--- config.mk ---
export PLATFORM = sky130hd
export DESIGN_NAME = tick_gen_multi
export DESIGN_NICKNAME = d
export VERILOG_FILES = /design/src/rtl/tick_gen_multi.sv
export SDC_FILE = /design/constraint.sdc
export NUM_CORES = 1
export LEC_CHECK = 0
export ABC_AREA = 1
export CAP_MARGIN = 40
export CORE_UTILIZATION = 50
export DETAILED_ROUTE_END_ITERATION = 8
export PLACE_DENSITY_LB_ADDON = 0.25
export SLEW_MARGIN = 5
export SYNTH_ARGS = -nofsm -noshare
export SYNTH_HDL_FRONTEND = slang
export SYNTH_SLANG_ARGS = --single-unit
--- constraint.sdc ---
create_clock -name origin_clk -period 5.7 [get_ports origin_clk]
set_input_delay 1.14 -clock origin_clk [delete_from_list [all_inputs] [get_ports origin_clk]]
set_output_delay 1.14 -clock origin_clk [all_outputs]
set_load 0.02 [all_outputs]
--- src/rtl/tick_gen_multi.sv ---
// Prescaled multi-channel tick generator; optional fast-rate mode under `define FAST_FWD_EN.
// Latency: base_tick 1 cycle after prescaler wrap, tick_out 1 cycle after base_tick; div_ack/div_err 1 cycle after div_wr.
// Backpressure: none; a divisor write is accepted every cycle, en=0 freezes counting.
module tick_gen_multi #(
   parameter int NUM_CH  = 4,
   parameter int CH_W    = 2,
   parameter int PRE_W   = 10,
   parameter int PRE_DIV = 1000,
   parameter int CNT_W   = 10,
   parameter int DEF_DIV = 50
) (
   input  logic              origin_clk,
   input  logic              rst_n,
   input  logic              en,
   input  logic              clr,
   input  logic              div_wr,
   input  logic [CH_W-1:0]   div_sel,
   input  logic [CNT_W-1:0]  div_data,
   input  logic [NUM_CH-1:0] fast,
   output logic              div_ack,
   output logic              div_err,
   output logic              base_tick,
   output logic [NUM_CH-1:0] tick_out,
   output logic [NUM_CH-1:0] clk_out
);

   localparam logic [PRE_W-1:0] PRE_MAX = PRE_W'(PRE_DIV - 1);
   localparam logic [CNT_W-1:0] DEF_VAL = CNT_W'(DEF_DIV);

   logic [PRE_W-1:0]             pre_q, pre_d;
   logic                         base_tick_q, base_tick_d;
   logic [NUM_CH-1:0][CNT_W-1:0] ch_cnt_q, ch_cnt_d;
   logic [NUM_CH-1:0][CNT_W-1:0] div_q, div_d;
   logic [NUM_CH-1:0][CNT_W-1:0] thr;
   logic [NUM_CH-1:0]            tick_q, tick_d;
   logic [NUM_CH-1:0]            clk_q, clk_d;
   logic                         ack_q, ack_d;
   logic                         err_q, err_d;
   logic                         wr_ok;

   // Effective threshold per channel; fast mode runs at a quarter of the divisor, never below 1.
   always_comb begin
      for (int i = 0; i < NUM_CH; i++) begin
         thr[i] = div_q[i];
`ifdef FAST_FWD_EN
         if (fast[i]) begin
            thr[i] = ((div_q[i] >> 2) == '0) ? CNT_W'(1) : (div_q[i] >> 2);
         end
`endif
      end
   end

`ifndef FAST_FWD_EN
   logic unused_fast;
   assign unused_fast = ^fast;
`endif

   assign wr_ok = div_wr && (32'(div_sel) < NUM_CH) && (div_data != '0);

   always_comb begin
      pre_d       = pre_q;
      base_tick_d = 1'b0;
      ch_cnt_d    = ch_cnt_q;
      div_d       = div_q;
      tick_d      = '0;
      clk_d       = clk_q;
      ack_d       = wr_ok;
      err_d       = div_wr && !wr_ok;

      if (clr) begin
         pre_d    = '0;
         ch_cnt_d = '0;
         clk_d    = '0;
      end else if (en) begin
         if (pre_q == PRE_MAX) begin
            pre_d       = '0;
            base_tick_d = 1'b1;
         end else begin
            pre_d = pre_q + 1'b1;
         end
         // >= so a threshold lowered mid-count wraps at the next base tick.
         if (base_tick_q) begin
            for (int i = 0; i < NUM_CH; i++) begin
               if (ch_cnt_q[i] >= thr[i] - 1'b1) begin
                  ch_cnt_d[i] = '0;
                  tick_d[i]   = 1'b1;
                  clk_d[i]    = ~clk_q[i];
               end else begin
                  ch_cnt_d[i] = ch_cnt_q[i] + 1'b1;
               end
            end
         end
      end

      // A write restarts its channel's phase and suppresses that channel's tick on the same edge.
      for (int i = 0; i < NUM_CH; i++) begin
         if (wr_ok && (div_sel == CH_W'(i))) begin
            div_d[i]    = div_data;
            ch_cnt_d[i] = '0;
            tick_d[i]   = 1'b0;
            if (!clr) begin
               clk_d[i] = clk_q[i];
            end
         end
      end
   end

   always_ff @(posedge origin_clk or negedge rst_n) begin
      if (!rst_n) begin
         pre_q       <= '0;
         base_tick_q <= 1'b0;
         ch_cnt_q    <= '0;
         div_q       <= {NUM_CH{DEF_VAL}};
         tick_q      <= '0;
         clk_q       <= '0;
         ack_q       <= 1'b0;
         err_q       <= 1'b0;
      end else begin
         pre_q       <= pre_d;
         base_tick_q <= base_tick_d;
         ch_cnt_q    <= ch_cnt_d;
         div_q       <= div_d;
         tick_q      <= tick_d;
         clk_q       <= clk_d;
         ack_q       <= ack_d;
         err_q       <= err_d;
      end
   end

   assign base_tick = base_tick_q;
   assign tick_out  = tick_q;
   assign clk_out   = clk_q;
   assign div_ack   = ack_q;
   assign div_err   = err_q;

endmodule

==> impl_metrics.py <==
metrics = {
    "outcome": {
        "status": "finished clean",
    },
    "logic_synthesis": {
        "synth_fa_ha_area_share_pct": 9.178,
        "yosys.area_share.simple_pct": 31.07,
        "yosysWarningCount": 0,
        "syn-cell-area_um2": 6680,
        "syn_nets": 948,
        "synth_mux_area_share_pct": 0,
        "avgSynthCellArea_um2": 7.608,
        "ys_types": 35,
        "synth_cells": 878,
        "synth-xor-area-share_pct": 7.342,
        "ys_seq_area_share_pct": 38.06,
        "synth_seq_cells": 101,
        "synth_compound_area_share_pct": 5.881,
        "synth_top_family_by_area": "simple AND/OR/NAND/NOR gates",
    },
    "timing": {
        "setup_violations": 0,
        "whs_ps": 503.1,
        "period_share_pct": 53.23,
        "fin_ws_ps": 2666,
        "tightest_slew_ps": 831.3,
        "finalHoldViolCount": 0,
        "finalWorstPathRequiredPeriod_ps": 3034,
        "skew_ps": 5.732,
        "fmax_ghz": 0.3296,
        "rsz0062_at_grt": "no",
        "tns_ps": 0,
        "maxSlewHeadroom_pct": 44.58,
        "slew_violations": 0,
    },
    "setup_path": {
        "worstPathMaxFanout": 10,
        "cpMostUsedCell": "nor2_1",
        "critPathKind": "flop to flop",
        "r2r_start": "div_q[0]",
        "ff2ff_path_depth": 16,
        "r2r_slack_ps": 2670,
        "slowest_delay_ps": 410,
        "crit_family": "simple AND/OR/NAND/NOR gates",
        "cp.required_ps": 5970,
        "crit_arrival_ps": 3300,
        "cp-end-kind": "flop",
        "cp_num_buf_inv": 1,
        "cpMaxStageDelayCell": "nor2_1",
        "start_kind": "flop",
        "path_cells": "inv_1 -> ha_1 -> nand3_1 -> nor2_1 -> nand2_1 -> or2_2 -> nor2_1 -> xor2_1 -> ha_1 -> nand2_1 -> a21oi_1 -> nor2_1 -> nand3_1 -> nor2_1 -> nand3_1 -> o21ai_0",
        "reg2reg_to": "ch_cnt_q[8]",
    },
    "grt": {
        "antenna_found_initial": 0,
        "grt_pass1_wl_um": 24140,
        "grt_pass1_vias": 5090,
        "grt_usage_pct": 21.67,
        "overflow": 0,
        "grt_max_degree": 62,
    },
    "placed_design": {
        "place_ws_ps": 2488,
        "dp_hpwl_um": 9799,
        "portBuffers": 27,
        "placed_cell_area_um2": 7067,
        "gp_congestion": 0.8349,
    },
    "drt": {
        "viasPerCell": 5.073,
        "firstDrtPassIters": 5,
        "ant_nets": 0,
        "vias": 5479,
        "drc": 0,
        "wire_per_inst_um": 12.89,
        "initialDrtViolationCount": 371,
        "wirelength_um": 13920,
    },
    "clock_network": {
        "hold_buffers": 0,
        "cts_resized": 0,
        "cts.path.max_buffers": 2,
        "cts_tree": "built",
        "clock_sinks": 101,
        "path_clk_slew_ps": 70,
        "htreeDepth": 3,
        "numCtsBuffers": 9,
        "postCtsSetupBuffers": 0,
        "cts-root-buf": "clkbuf_16",
        "clock_latency_ps": 350,
    },
    "floorplanning": {
        "ios": 32,
        "initial_utilization_pct": 52.09,
        "die-area_um2": 13830,
        "fp.dieW_um": 117.6,
        "row_count": 41,
        "dieHeight_um": 117.6,
        "core_area_um2": 12820,
    },
    "cells_and_area": {
        "multi_input_area_um2": 3572,
        "design_area_um2": 7356,
        "regArea_um2": 2542,
        "final_common_cell": "nand2_1",
        "area_growth_pct": 10.11,
        "final_nets": 973,
        "fillers": 1240,
        "diodes": 0,
        "final_cell_mix": "nand2_1, inv_1, nor2_1, dfrtp_1, ha_1",
        "drive_gt1_share_pct": 7.269,
    },
    "worst_hold_path": {
        "min_from": "div_q[21]",
        "holdPathStages": 2,
        "hold-path-endpoint": "div_q[21]",
        "hold_path.class": "flop to flop",
    },
    "power": {
        "leakagePower_uw": 0.003733,
        "powerDensity_nw_per_um2": 245.6,
        "ir_drop_v": 0.0001842,
    },
    "job": {
        "maxCapViolations": 0,
    },
}
-- metal layers --
| layer | track usage (%) | vias up | wire length (um) |
|---|---|---|---|
| met5 | 0 | - | 0 |
| met4 | 4.487 | 0 | 108 |
| met3 | 4.893 | 8 | 604 |
| met2 | 33.43 | 86 | 6122 |
| met1 | 31.10 | 2541 | 7087 |
| li1 | - | 2844 | - |
-- worst min-delay path: cells and delay by family, from the launching register on --
| kind | cells | cell delay (ps) |
|---|---|---|
| flops | 1 | 370 |
| buf+inv | 1 | 70 |
| compound gates | 1 | 70 |
-- synth_stat cells --
master     count  area share, %
a21oi_1       12           0.90
xor2_1        44            5.8
or2_2          2           0.19
nand2_4        3           0.51
o21ai_0       25            1.9
nand3_1       47            3.5
o21bai_1       1           0.11
nor2_2         1          0.094
nand4_1       42            3.9
and3_1         1          0.094
a2bb2oi_1      2           0.26
o21a_1         2           0.22
and2_1         1          0.094
xnor2_1       12            1.6
nand3_4        4            1.0
dfrtp_1       89             33
clkbuf_2       1          0.075
ha_1          49            9.2
buf_8          1           0.22
a21o_1         4           0.45
o21ai_2       10            1.3
or2_1          1          0.094
inv_2          9           0.51
nand2_2        3           0.28
nand3b_1       2           0.22
buf_1          2           0.11
nor2_1        95            5.3
buf_6          5           0.84
nor2_4         3           0.51
dfstp_2       12            4.7
inv_1        110            6.2
o21ai_1       10           0.75
nor3_1        11           0.82
nand2_1      255             14
buf_2          7           0.52
-- per-stage QoR --
stage,util (%),instances,total power (uW)
after floorplan,-,878,1113
after global placement,55.10,1064,1204
after detailed placement,55.10,1064,1216
after CTS,57.36,1080,1834
after global routing,57.36,1080,1924
final,57.36,1080,1807
-- logic make-up (layout without fill, tap and decap cells) --
family	Yosys count	count (layout)
adder cells (fa/ha/maj)	49	49
AND/OR/NAND/NOR	471	471
XOR/XNOR	56	56
flip-flops	101	101
AO/OA/AOI/OAI	66	66
buffers and inverters	135	165
-- sequential cells by signal, summed over array words and instances (netlist names) --
| name | flops |
|---|---|
| div_err | 1 |
| pre_q | 10 |
| clk_out | 4 |
| ch_cnt_q | 40 |
| div_ack | 1 |
| base_tick | 1 |
| tick_out | 4 |
| div_q | 40 |
-- power breakdown --
part           leakage (uW)  internal, uW  switching (uW)  total, uW
clock network      0.000146           332             273        604
logic               0.00227           146             242        388
registers           0.00131           782            33.1        815
-- cell type report --
class,instances,share of cell area [%]
clock buffer,13,3.674
clock inverter,3,0.2551
inverter,119,6.072
multi-input combinational,642,48.56
sequential,101,34.56
tap,172,2.926
timing repair buffer,30,3.946
-- worst max-delay path by stage --
| stage | slack, ps | depth (start not counted) | end | start |
|---|---|---|---|---|
| final | 2670 | 16 | ch_cnt_q[8] | div_q[0] |
| after global routing | 2310 | 16 | ch_cnt_q[0] | div_q[0] |
| after CTS | 2670 | 16 | ch_cnt_q[8] | div_q[0] |
| after detailed placement | 2490 | 8 | pre_q[0] | clr |
| after global placement | 2490 | 8 | pre_q[9] | clr |
| after floorplan | 3200 | 16 | ch_cnt_q[8] | div_q[0] |
Power figures use the tool's default switching activity.
